File: src/rtl/pixel_pkg.sv
// Shared screen geometry, pixel layout and bounds helper for the pixel path.
package pixel_pkg;

  localparam int SCREEN_W = 160;
  localparam int SCREEN_H = 120;
  localparam int X_W      = 8;
  localparam int Y_W      = 7;
  localparam int COLOUR_W = 3;
  localparam int PIX_W    = X_W + Y_W + COLOUR_W;

  typedef struct packed {
    logic [X_W-1:0]      x;
    logic [Y_W-1:0]      y;
    logic [COLOUR_W-1:0] colour;
  } pixel_t;

  typedef enum logic {
    SRC0 = 1'b0,
    SRC1 = 1'b1
  } src_e;

  // True when the pixel lies inside the configured visible window.
  function automatic logic on_screen(pixel_t p, int x_max, int y_max);
    return (32'(p.x) <= 32'(x_max)) && (32'(p.y) <= 32'(y_max));
  endfunction

endpackage

File: src/rtl/pixel_fifo.sv
// Circular pixel buffer; pointers wrap naturally because DEPTH is a power of two.
module pixel_fifo
  import pixel_pkg::*;
#(
  parameter  int DEPTH = 4,
  localparam int AW    = $clog2(DEPTH),
  localparam int LW    = AW + 1
) (
  input  logic          clock,
  input  logic          reset_n,
  input  logic          push,
  input  pixel_t        din,
  input  logic          pop,
  output pixel_t        dout,
  output logic          full,
  output logic          empty,
  output logic [LW-1:0] level
);

  pixel_t          mem [DEPTH];
  logic [AW-1:0]   wr_ptr;
  logic [AW-1:0]   rd_ptr;
  logic            do_push;
  logic            do_pop;

  assign full    = (level == LW'(DEPTH));
  assign empty   = (level == '0);
  assign do_push = push && !full;
  assign do_pop  = pop && !empty;
  assign dout    = mem[rd_ptr];

  // Storage array carries no reset; empty-state masking happens downstream.
  always_ff @(posedge clock) begin
    if (do_push) mem[wr_ptr] <= din;
  end

  // Pointer and occupancy tracking; a simultaneous push/pop keeps level steady.
  always_ff @(posedge clock or negedge reset_n) begin
    if (!reset_n) begin
      wr_ptr <= '0;
      rd_ptr <= '0;
      level  <= '0;
    end else begin
      if (do_push) wr_ptr <= wr_ptr + 1'b1;
      if (do_pop)  rd_ptr <= rd_ptr + 1'b1;
      case ({do_push, do_pop})
        2'b10:   level <= level + 1'b1;
        2'b01:   level <= level - 1'b1;
        default: level <= level;
      endcase
    end
  end

endmodule

File: src/rtl/pixel_arbiter.sv
// Two-source round-robin pixel arbiter feeding a FIFO toward the VGA adapter;
// off-screen pixels are consumed but discarded and counted.
module pixel_arbiter
  import pixel_pkg::*;
#(
  parameter  int DEPTH = 4,
  parameter  int X_MAX = SCREEN_W - 1,
  parameter  int Y_MAX = SCREEN_H - 1,
  localparam int LW    = $clog2(DEPTH) + 1
) (
  input  logic                clock,
  input  logic                reset_n,
  input  logic                s0_valid,
  input  logic [X_W-1:0]      s0_x,
  input  logic [Y_W-1:0]      s0_y,
  input  logic [COLOUR_W-1:0] s0_colour,
  output logic                s0_ready,
  input  logic                s1_valid,
  input  logic [X_W-1:0]      s1_x,
  input  logic [Y_W-1:0]      s1_y,
  input  logic [COLOUR_W-1:0] s1_colour,
  output logic                s1_ready,
  output logic [X_W-1:0]      x,
  output logic [Y_W-1:0]      y,
  output logic [COLOUR_W-1:0] colour,
  output logic                writeEn,
  input  logic                out_ready,
  output logic [LW-1:0]       level,
  output logic [7:0]          dropped
);

  src_e    last_grant;
  src_e    gnt;
  logic    gnt_vld;
  logic    full;
  logic    empty;
  logic    xfer;
  logic    keep;
  pixel_t  acc_pix;
  pixel_t  head;

  // Grant: lone requester wins; on a tie the source not served last wins.
  always_comb begin
    gnt_vld = s0_valid || s1_valid;
    gnt     = SRC0;
    if (s0_valid && s1_valid)
      gnt = (last_grant == SRC1) ? SRC0 : SRC1;
    else if (s1_valid)
      gnt = SRC1;
  end

  // No full pass-through: a full FIFO blocks both sources even during a pop.
  assign s0_ready = gnt_vld && (gnt == SRC0) && !full;
  assign s1_ready = gnt_vld && (gnt == SRC1) && !full;
  assign xfer     = (s0_valid && s0_ready) || (s1_valid && s1_ready);

  assign acc_pix  = (gnt == SRC1) ? pixel_t'{s1_x, s1_y, s1_colour}
                                  : pixel_t'{s0_x, s0_y, s0_colour};
  assign keep     = on_screen(acc_pix, X_MAX, Y_MAX);

  // Round-robin history moves only when a source transfer completes.
  always_ff @(posedge clock or negedge reset_n) begin
    if (!reset_n)  last_grant <= SRC1;
    else if (xfer) last_grant <= gnt;
  end

  // Saturating count of accepted pixels that fell outside the screen.
  always_ff @(posedge clock or negedge reset_n) begin
    if (!reset_n)
      dropped <= '0;
    else if (xfer && !keep && dropped != 8'hFF)
      dropped <= dropped + 8'd1;
  end

  pixel_fifo #(.DEPTH(DEPTH)) u_fifo (
    .clock   (clock),
    .reset_n (reset_n),
    .push    (xfer && keep),
    .din     (acc_pix),
    .pop     (writeEn && out_ready),
    .dout    (head),
    .full    (full),
    .empty   (empty),
    .level   (level)
  );

  assign writeEn = !empty;
  assign x       = writeEn ? head.x      : '0;
  assign y       = writeEn ? head.y      : '0;
  assign colour  = writeEn ? head.colour : '0;

endmodule

File: config.mk
export PLATFORM = sky130hd
export DESIGN_NAME = pixel_arbiter
export DESIGN_NICKNAME = d
export VERILOG_FILES = /design/src/rtl/pixel_pkg.sv /design/src/rtl/pixel_fifo.sv /design/src/rtl/pixel_arbiter.sv
export SDC_FILE = /design/constraint.sdc
export NUM_CORES = 1
export LEC_CHECK = 0
export CAP_MARGIN = 0
export CORE_MARGIN = 2
export CORE_UTILIZATION = 30
export CTS_CLUSTER_DIAMETER = 120
export DETAILED_ROUTE_END_ITERATION = 10
export SYNTH_ARGS = -nofsm -noshare
export SYNTH_HDL_FRONTEND = slang
export SYNTH_SLANG_ARGS = --single-unit
File: constraint.sdc
create_clock -name clock -period 3.2 [get_ports clock]
set_input_delay 0.64 -clock clock [delete_from_list [all_inputs] [get_ports clock]]
set_output_delay 0.64 -clock clock [all_outputs]
set_load 0.05 [all_outputs]
# After elaboration in Yosys (flattened, before gate mapping)
# Memory sizes are Yosys's and may differ from the RTL's.
# Cells that the tools add are included.
[word_totals] ff_bits=16 mem_count=1 ramBits=72 output_inout_bits=32 input_bits=41
[classes] order_cmp=2 n_reduce_logical=21 muxes=10 n_addsub=5 bitwise=1 n_eq_ne=4
[mem_list] memory="u_fifo.mem" depth=4 word_bits=18 rd=1 rd_clocked_by_memory_dff=0 write_ports=1 line="pixel_fifo.sv:20" rtl="pixel_t mem [DEPTH];"
[ops] cell="$mux 18" n=1
[ops] cell="$logic_and 1x1->1" n=14
[ops] cell="$add 8x1->8 const B" n=1
[ops] cell="$le 8x8->1 const B" n=1
[ops] cell="$mux 8" n=1
[ops] cell="$ne 8x8->1 const B" n=1
[ops] cell="$le 7x7->1 const B" n=1
[ops] cell="$mux 7" n=1
[ops] cell="$pmux 3 s2" n=1
[ops] cell="$mux 1" n=5
[ops] cell="$add 2x1->2 const B" n=2
[ops] cell="$add 3x1->3 const B" n=1
[ops] cell="$eq 3x3->1 const B" n=1
[ops] cell="$logic_not 1->1" n=3
[ops] cell="$logic_not 3->1" n=1
[ops] cell="$mux 3" n=1
[ops] cell="$sub 3x1->3 const B" n=1
[ops] cell="$eq 2x1->1 const B" n=1
[ops] cell="$eq 2x2->1 const B" n=1
[ops] cell="$logic_or 1x1->1" n=2
[ops] cell="$reduce_bool 2->1" n=1
[ops] cell="$not 1->1" n=1

# Longest topological paths before layout
# Gate-level depths: netlist (run 1).
[logic_depth] word_depth=11 ltp_mapped=11 mapped_depth_nobuf=11

# By module
# From an unflattened synthesis (run 1), not the netlist that was laid out.
[unflattened] hier_cells=217 hier_area_um2=3887.5
[modules_own_cells] mod="pixel_fifo" cells_each=131 instances=1 seq_area_each_um2=2337.2 area_per_inst_um2=3037.9
[modules_own_cells] mod="pixel_arbiter" cells_each=86 instances=1 seq_area_each_um2=226.5 area_per_inst_um2=849.6

# Least setup slack after synthesis (run 1)
# OpenSTA, ideal clock, no wires.
[synth_timing] path_kind="register to output" from="reg u_fifo.level[2]" to="out x[0]" slack_ns=0.837 t_required_ns=2.560 stages_incl_launch_ff=4 t_arrival_ns=1.723 cell_sequence="dfrtp_1 -> or3_4 -> buf_2 -> and2_1"
[synth_via] elab_chain_cells=2
[synth_lines] element="from (decl)" line="pixel_fifo.sv:17" rtl="output logic [LW-1:0] level"
[synth_lines] element="from (signal assigned)" line="pixel_fifo.sv:47" rtl="2'b10: level <= level + 1'b1;"
[synth_lines] element="from (signal assigned)" line="pixel_fifo.sv:48" rtl="2'b01: level <= level - 1'b1;"
[synth_lines] element="from (signal assigned)" line="pixel_fifo.sv:49" rtl="default: level <= level;"
[synth_lines] element="$logic_not 3->1" line="pixel_fifo.sv:27" rtl="assign empty = (level == '0);"
[synth_lines] element="$mux 8" line="pixel_arbiter.sv:88" rtl="assign x = writeEn ? head.x : '0;"
[synth_lines] element="to (decl)" line="pixel_arbiter.sv:23" rtl="output logic [X_W-1:0] x,"
# No other way between the ends.

# Final worst setup path (run 1)
[layout_timing] from="reg u_fifo.rd_ptr[0]" to="out y[5]"
[layout_via] elab_chain_cells=2
[layout_lines] element="from (decl)" line="pixel_fifo.sv:22" rtl="logic [AW-1:0] rd_ptr;"
[layout_lines] element="from (signal assigned)" line="pixel_fifo.sv:45" rtl="if (do_pop) rd_ptr <= rd_ptr + 1'b1;"
[layout_lines] element="$mem_v2 4x18"
[layout_lines] element="$mux 7" line="pixel_arbiter.sv:89" rtl="assign y = writeEn ? head.y : '0;"
[layout_lines] element="to (decl)" line="pixel_arbiter.sv:24" rtl="output logic [Y_W-1:0] y,"
# No other way between the ends.

==> metrics.csv, run 1 <==
metric,value,unit
status,completed,
hold_path.class,register to register,
synth_top_cell_area_share,0.559,
clock_path_buffers,2,
path_clk_slew,0.06,ns
p_per_area,1030,mW/mm2
holdCritStartpoint,dropped[6]$_DFFE_PN0P_,
swShare,0.399,
grt_pass1_vias,2398,
dr.pass1.iters,4,
p_int,3.16,mW
syn_nets,272,
critPathTopFamily,flip-flops,
wl_per_cell,16.4,um
crit_buf_inv,2,
dieArea,0.0138,mm2
p_clk_frac,0.213,
yosysWarnings,0,
synth_top_flop_cell,edfxtp_1,
ys_seq_area_frac,0.663,
grt_use_total,0.124,
slowest_stage,dfrtp_1,
fmax,361,MHz
placed_cell_area,0.00481,mm2
grt-ovfl-total,0,
fp.dieH,118,um
rsz0062_at_grt,no,
h-tree-depth,3,
finalHoldViolCount,0,
tns,0,ns
nNetsFinal,356,
start_util,0.306,
drc_errors,0,
routed_wl,7940,um
cp.arrival,2.13,ns
irDropWorstVdd,0.617,mV
cp_max_fo,13,
regToRegStartpoint,u_fifo.level[2]$_DFFE_PN0P_,
p_sw,2.10,mW
rows,41,
antenna_cells,0,
area_growth,32.8,%
syn_inst,224,
pwr-share-comb,0.464,
numCtsBuffers,9,
vias_per_cell,4.49,
die_x,118,um
cap_violations,0,
power.total,5.26,mW
p_leak,1.88,nW
ys_ff_latch,88,
startpoint,u_fifo.rd_ptr[0]$_DFFE_PN0P_,
critPathCaptureType,output port,
cts_setup_buffers,0,
synth_edf_count,72,
finalSetupViolCount,0,
drive_above_1_share,0.291,
critPathRequiredTime,2.56,ns
seqPwrFrac,0.323,
grt_first_pass_wirelength,13100,um
critical-path-max-stage-delay,0.67,ns
num-fill-cells,1175,
fin_crit_sh,0.866,
synth_area_leader_cell,edfxtp_1,
coreArea,0.0126,mm2
vias,2178,
antenna_found_initial,0,
cts_resized,0,
ys_types,30,
cts_tree,built,
path_class,register to output port,
synth_area_per_cell,17.3,um2
syn_area,0.00386,mm2
ant_nets,0,
ios,73,
critPathLaunchType,register,
cts_num_sinks,88,
drtIter0Drc,109,
skew,0.00696,ns
finalCriticalPeriod,2.77,ns
clock_latency,0.34,ns
slew_headroom,0.473,
final_cell_area,0.00513,mm2
crit_chain,"buf_12, mux4_2, and2_1, buf_4",
hpwl,5540,um
ctsRootBufferMaster,clkbuf_16,
synth.area.top_cells,"edfxtp_1, mux4_2, dfrtp_1, mux2_2, and2_1",
drv_slew,0,
grt_max_degree,21,
ys_async_sr_fraction,0.182,
gp_congestion,0.694,
worstMarginPinSlew,0.788,ns
final_core_util,0.407,
hold_buffers,0,
portBuffers,72,
==> cell type report <==
type	count	area, um2	share of cell area
clock buffers	10	229	0.0446
clock inverters	6	91.3	0.0178
repair buffers	82	796	0.155
multi-input cells	121	1220	0.237
well taps	172	215	0.0419
inverters	6	22.5	0.00439
flip-flops and latches	88	2560	0.499
==> path summary, 6_finish.rpt <==
check	to	slack (ns)	cells after the start
worst max-delay path	y[5]	0.43	4
worst min-delay path	dropped[6]$_DFFE_PN0P_	0.49	1
worst max register to register	u_fifo.level[2]$_DFFE_PN0P_	1.02	8
worst min register to register	dropped[6]$_DFFE_PN0P_	0.49	1
max in group asynchronous	dropped[2]$_DFFE_PN0P_	1.94	1
min in group asynchronous	u_fifo.rd_ptr[1]$_DFFE_PN0P_	0.76	1
==> registers in the layout, indices dropped and copies added (netlist names) <==
register / cells
u_fifo.wr_ptr: 2
u_fifo.rd_ptr: 2
last_grant: 1
u_fifo.level: 3
dropped: 8
u_fifo.mem: 72
==> power by group through the flow <==
stage | logic, mW | clock network [mW] | registers, mW
floorplan | 1.58 | 0 | 1.84
global placement | 2.47 | 0 | 1.72
detailed placement | 2.48 | 0 | 1.73
CTS | 2.48 | 1.15 | 1.71
global route | 2.60 | 1.19 | 1.73
finish | 2.44 | 1.12 | 1.70
==> logic make-up (layout without fill, tap and decap cells) <==
group           after synthesis  count (layout)  share of synthesized area
buf+inv                      15             104                     0.0220
flops                        88              88                      0.663
mux                          38              38                      0.163
fa+ha+maj                     7               7                     0.0246
simple gates                 55              55                     0.0813
compound gates                8               8                     0.0165
xor+xnor                     13              13                     0.0295
==> worst reg2reg max path, stage by stage, from the launching register on <==
cell     delay [ns]
dfrtp_1        0.47
or3_4          0.55
and2_4         0.23
ha_1           0.22
inv_1          0.07
fa_1           0.17
xor2_1         0.15
nor2_1         0.07
xor2_1         0.14
==> layout by cell type (no fill, tap or decap), types with 7 or more instances in the layout <==
cell / instances
edfxtp_1: 72
clkdlybuf4s50_1: 52
buf_4: 26
and2_1: 20
mux2_2: 19
mux4_2: 18
dfrtp_1: 15
xor2_1: 10
clkbuf_16: 9
nand3_1: 8
and3_1: 7
==> cells in the mapped netlist (3+ instances only) <==
cell type,n
and3_1,7
mux4_2,18
xor2_1,10
nand3_1,8
nor3_1,4
and2_1,20
edfxtp_1,72
nand2_1,3
dfrtp_1,15
nor2_1,6
mux2_2,19
buf_2,5
inv_1,6
o21ai_0,4
xnor2_1,3
ha_1,6
==> metrics by stage <==
stage / hold WS (ns) / instances / setup WS [ns]
CTS: 0.497 / 485 / 0.362
finish: 0.494 / 485 / 0.430
detailed placement: 0.482 / 469 / 0.274
global route: 0.530 / 485 / 0.300
global placement: 0.480 / 469 / 0.312
floorplan: 0.344 / 224 / 0.837
==> metal layers <==
metal / global-route usage / share of wire / routed length [um] / vias to the layer above
met4: 0.0459 / 0.018 / 146 / 0
met1: 0.153 / 0.44 / 3460 / 1093
li1: - / - / - / 1014
met2: 0.204 / 0.49 / 3880 / 58
met5: 0 / 0 / 0 / -
met3: 0.0431 / 0.056 / 444 / 13
Note: power is estimated with default switching activity, not from simulation.
==> inputs of run 2 (changes only) <==
SYNTH_HIERARCHICAL = 1   (was not set)
==> metrics.csv, run 2 <==
metric,value,unit,change
status,completed,,
synth_area_leader_cell,edfxtp_1,,
grtUsageMet3,0.0325,,-0.0107
dr.pass1.iters,4,,unchanged
antenna_cells,0,,unchanged
critPathRequiredTime,3.46,ns,+0.90 ns
ant_nets,0,,unchanged
regArea,0.00256,mm2,unchanged
drive_above_1_share,0.318,,+0.0271
slew_headroom,0.502,,+0.0291
yosysWarnings,6,,+6
routed_wl,7840,um,-1.3%
dieArea,0.0139,mm2,+0.56%
worstMarginPinSlew,0.745,ns,-0.0435 ns
fmax,377,MHz,+4.4%
synth_edf_count,72,,unchanged
coreArea,0.0126,mm2,unchanged
hold_buffers,0,,unchanged
synth_area_per_cell,17.9,um2,+3.8%
finalCriticalPeriod,2.65,ns,-0.117 ns
power.total,5.22,mW,-0.91%
grt_first_pass_wirelength,12700,um,-3.4%
top_usage_layer,met2,,
cts_setup_buffers,0,,unchanged
clock_latency,0.33,ns,about the same
finalSetupViolCount,0,,unchanged
rows,41,,unchanged
largest_reg_flops,72,,unchanged
critPathCaptureType,register,,
h-tree-depth,3,,unchanged
synth_top_flop_cell,edfxtp_1,,
drv_slew,0,,unchanged
clock_path_buffers,2,,unchanged
use_met1,0.145,,-0.00839
portBuffers,72,,unchanged
final_cell_area,0.00510,mm2,-0.66%
tns,0,ns,unchanged
final_core_util,0.404,,-0.00268
use_met2,0.209,,+0.00499
synth.area.top_cells,"edfxtp_1, mux4_2, dfrtp_1, mux2_2, nor2b_1",,
cp.arrival,2.91,ns,+0.78 ns
ios,73,,unchanged
cts_resized,0,,unchanged
synth_top_cells_by_count,"edfxtp_1, mux2_2, nor2b_1",,
grt-ovfl-total,0,,unchanged
post-place-ws,0.189,ns,-0.0853 ns
hold_path.class,register to register,,
dp.cells,459,,-2.1%
largest_registers,"u_fifo/mem: 72 flops, dropped: 8 flops, u_fifo/level: 3 flops",,
path_clk_slew,0.06,ns,about the same
numCtsBuffers,9,,unchanged
p_leak,1.82,nW,-3.0%
fp.dieH,118,um,+0.28%
placed_cell_area,0.00480,mm2,-0.21%
vias_per_cell,4.59,,+2.2%
syn_area,0.00389,mm2,+0.58%
fin_cells,474,,-2.3%
irDropWorstVdd,0.563,mV,-8.7%
ys_async_sr_fraction,0.182,,unchanged
synth_most_common_cell,edfxtp_1,,
die_x,118,um,+0.28%
ys_ff_latch,88,,unchanged
critPathLaunchType,input port,,
r2r_setup_slack,0.80,ns,-0.22 ns
syn_inst,217,,-3.1%
start_util,0.308,,+0.00178
drc_errors,0,,unchanged
multiInputGateArea,0.00126,mm2,+3.4%
worst_slack,0.546,ns,+0.117 ns
finalHoldViolCount,0,,unchanged
antenna_found_initial,0,,unchanged
num-fill-cells,1187,,+1.0%
grt_pass1_vias,2382,,-0.67%
drtIter0Drc,62,,-43%
ys_types,36,,+20%
regMostFlops,u_fifo/mem,,
skew,0.00635,ns,-0.000609 ns
synth_top_cell_area_share,0.556,,-0.00324
nNetsFinal,346,,-2.8%
cts_num_sinks,88,,unchanged
ctsRootBufferMaster,clkbuf_16,,
path_class,input port to register,,
grt_max_degree,19,,-9.5%
cap_violations,0,,unchanged
whs,0.525,ns,+0.0314 ns
gp_congestion,0.756,,+8.8%
ys_seq_area_frac,0.659,,-0.00384
final_common_cell,edfxtp_1,,
vias,2175,,-0.14%
wl_per_cell,16.5,um,+1.0%
p_per_area,1020,mW/mm2,-0.25%
area_growth,31.2,%,
cp_max_fo,7,,-6
fin_crit_sh,0.829,,-0.0365
cts_tree,built,,
hpwl,5570,um,+0.63%
syn_nets,265,,-2.6%
layout_common_cells,"edfxtp_1, clkdlybuf4s50_1, buf_4, mux2_2, nor2b_1",,
grt_use_total,0.120,,-0.00479
rsz0062_at_grt,no,,
## run 2: critical path, stage by stage
cell and delay [ns]:
clkdlybuf4s50_1 0.48, nand4_1 0.21, nand3_1 0.25, a21oi_1 0.10, nor2b_4 0.17, inv_1 0.07
ha_1 0.17, inv_1 0.06, fa_1 0.37, xor2_1 0.15, nor2_1 0.11, xor2_1 0.14
## run 2: kinds of logic after synthesis
group	count (synthesis)	synth area share
fa+ha+maj	7	0.0245
flops	88	0.659
compound gates	8	0.0177
buf+inv	15	0.0183
mux	39	0.166
simple gates	47	0.0850
xor+xnor	13	0.0293
## run 2: layer usage
metal | up-vias | part of all wire
met2 | 52 | 0.51
li1 | 991 | -
met5 | - | 0
met4 | 0 | 0.012
met3 | 10 | 0.041
met1 | 1122 | 0.43
## run 2: report_power, final
group	switching (mW)	internal, mW
Clock	0.409	0.603
Sequential	0.163	1.54
Combinational	1.54	0.962
## run 2: worst paths after layout
kind / cells past startpoint / from / endpoint
worst max-delay path: 12 / s1_y[4] / u_fifo/level[2]$_DFFE_PN0P_
worst min-delay path: 1 / dropped[2]$_DFFE_PN0P_ / dropped[2]$_DFFE_PN0P_
worst max register to register: 11 / u_fifo/level[0]$_DFFE_PN0P_ / u_fifo/level[2]$_DFFE_PN0P_
worst min register to register: 1 / dropped[2]$_DFFE_PN0P_ / dropped[2]$_DFFE_PN0P_
max in group asynchronous: 1 / reset_n / dropped[5]$_DFFE_PN0P_
min in group asynchronous: 1 / reset_n / u_fifo/level[0]$_DFFE_PN0P_
## run 2: area by class of cell
class                      instances  area share
sequential                        88       0.503
multi-input combinational        114       0.247
timing repair buffer              78       0.145
clock buffer                       9      0.0442
tap                              172      0.0422
clock inverter                     6      0.0140
inverter                           7     0.00515
==> inputs of run 3 (changes only) <==
clock period = 2.8 ns   (was 3.2 ns; I/O delays follow)
==> metrics.csv, run 3 (synthesis results as in run 2) <==
metric,value,unit,change
gp_congestion,0.756,,about the same
vias,2189,,+0.64%
tns,0,ns,unchanged
hpwl,5470,um,-1.9%
path_clk_slew,0.07,ns,about the same
regArea,0.00256,mm2,unchanged
status,completed,,
ant_nets,0,,unchanged
critPathLaunchType,register,,
slowest_stage,mux4_2,,
die_x,118,um,unchanged
grt_use_total,0.120,,+0.000343
finalHoldViolCount,0,,unchanged
irDropWorstVdd,0.584,mV,+3.6%
rsz0062_at_grt,no,,
critPathCaptureType,output port,,
h-tree-depth,3,,unchanged
crit_chain,"buf_12, mux4_2, nor2b_1, buf_4",,
antenna_cells,0,,unchanged
coreArea,0.0126,mm2,unchanged
area_growth,33.9,%,
worstMarginPinSlew,0.762,ns,+0.0174 ns
grt-ovfl-total,0,,unchanged
drive_above_1_share,0.343,,+0.0251
hold_path.class,register to register,,
slew_headroom,0.490,,-0.0117
multiInputGateArea,0.00126,mm2,unchanged
worst_slack,0.274,ns,-0.273 ns
path_class,register to output port,,
p_leak,1.89,nW,+3.6%
drtIter0Drc,124,,+100%
clock_latency,0.34,ns,about the same
cts_resized,0,,unchanged
numCtsBuffers,9,,unchanged
largest_reg_flops,72,,unchanged
cts_setup_buffers,0,,unchanged
wl_per_cell,16.1,um,-2.8%
cts_num_sinks,88,,unchanged
grt_first_pass_wirelength,12700,um,+0.32%
ctsRootBufferMaster,clkbuf_16,,
portBuffers,72,,unchanged
antenna_found_initial,0,,unchanged
regMostFlops,u_fifo/mem,,
largest_registers,"u_fifo/mem: 72 flops, dropped: 8 flops, u_fifo/level: 3 flops",,
final_common_cell,edfxtp_1,,
post-place-ws,0.0384,ns,-0.150 ns
grt_max_degree,20,,+1
nNetsFinal,355,,+2.6%
dr.pass1.iters,4,,unchanged
fin_crit_sh,0.902,,
hold_buffers,0,,unchanged
num-fill-cells,1179,,-0.67%
critPathRequiredTime,2.24,ns,-1.22 ns
cts_tree,built,,
routed_wl,7780,um,-0.75%
grt_pass1_vias,2375,,-0.29%
ios,73,,unchanged
clock_path_buffers,2,,unchanged
fp.dieH,118,um,unchanged
dieArea,0.0139,mm2,unchanged
layout_common_cells,"edfxtp_1, clkdlybuf4s50_1, buf_4, mux2_2, nor2b_1",,
power.total,6.10,mW,+17%
finalSetupViolCount,0,,unchanged
skew,0.00489,ns,-0.00146 ns
cap_violations,0,,unchanged
vias_per_cell,4.52,,-1.4%
start_util,0.308,,unchanged
drc_errors,0,,unchanged
fmax,396,MHz,
finalCriticalPeriod,2.53,ns,
drv_slew,0,,unchanged
cp_max_fo,16,,+9
critical-path-max-stage-delay,0.53,ns,+0.05 ns
p_per_area,1170,mW/mm2,+15%
rows,41,,unchanged
cp.arrival,1.97,ns,-0.94 ns
-- run 3: cell count changes in the layout (fill, tap and decap cells not counted) --
cell             previous run  this run
inv_8                       0         2
clkinvlp_4                  2         1
buf_4                      24        32
inv_6                       0         3
clkinv_4                    3         0
buf_12                      2         4
clkdlybuf4s50_1            52        51
-- run 3: routing by layer --
layer	vias up	routed length, um	track usage
li1	1008	-	-
met1	1111	3370	0.149
met2	57	3960	0.203
met3	13	340	0.0329
met4	0	104	0.0384
met5	-	0	0
-- run 3: cell type report --
class	count	share of cell area
clock inverters	7	0.0166
repair buffers	87	0.160
inverters	7	0.00505
clock buffers	9	0.0433
flip-flops and latches	88	0.493
multi-input cells	114	0.242
well taps	172	0.0413
-- run 3: final timing paths --
| check | slack (ns) | to | from | depth (start not counted) |
|---|---|---|---|---|
| setup / recovery | 0.27 | y[6] | u_fifo/rd_ptr[0]$_DFFE_PN0P_ | 4 |
| hold / removal | 0.48 | u_fifo/rd_ptr[1]$_DFFE_PN0P_ | u_fifo/rd_ptr[1]$_DFFE_PN0P_ | 1 |
| setup reg to reg | 0.51 | u_fifo/level[2]$_DFFE_PN0P_ | u_fifo/level[0]$_DFFE_PN0P_ | 11 |
| hold reg to reg | 0.48 | u_fifo/rd_ptr[1]$_DFFE_PN0P_ | u_fifo/rd_ptr[1]$_DFFE_PN0P_ | 1 |
| max in group asynchronous | 1.65 | dropped[4]$_DFFE_PN0P_ | reset_n | 1 |
| min in group asynchronous | 0.67 | dropped[1]$_DFFE_PN0P_ | reset_n | 1 |
-- run 3: metrics by stage --
step / util / area [um2] / std cells / hold WS [ns]
floorplan: - / 3890 / 217 / 0.264
global placement: 0.388 / 4890 / 468 / 0.460
detailed placement: 0.388 / 4890 / 468 / 0.470
CTS: 0.412 / 5200 / 484 / 0.478
global route: 0.412 / 5200 / 484 / 0.502
finish: 0.412 / 5200 / 484 / 0.483
-- run 3: critical path: cells and delay by family, from the launching register on --
family / cells / cell delay, ns
DFF: 1 / 0.52
and+or+nand+nor: 1 / 0.15
muxes: 1 / 0.53
buffers and inverters: 2 / 0.42
-- run 3: power by group --
group | total (mW) | internal, mW | switching (mW) | leakage, nW
registers | 1.94 | 1.76 | 0.182 | 0.849
logic | 2.92 | 1.15 | 1.77 | 0.885
clock network | 1.24 | 0.713 | 0.527 | 0.151
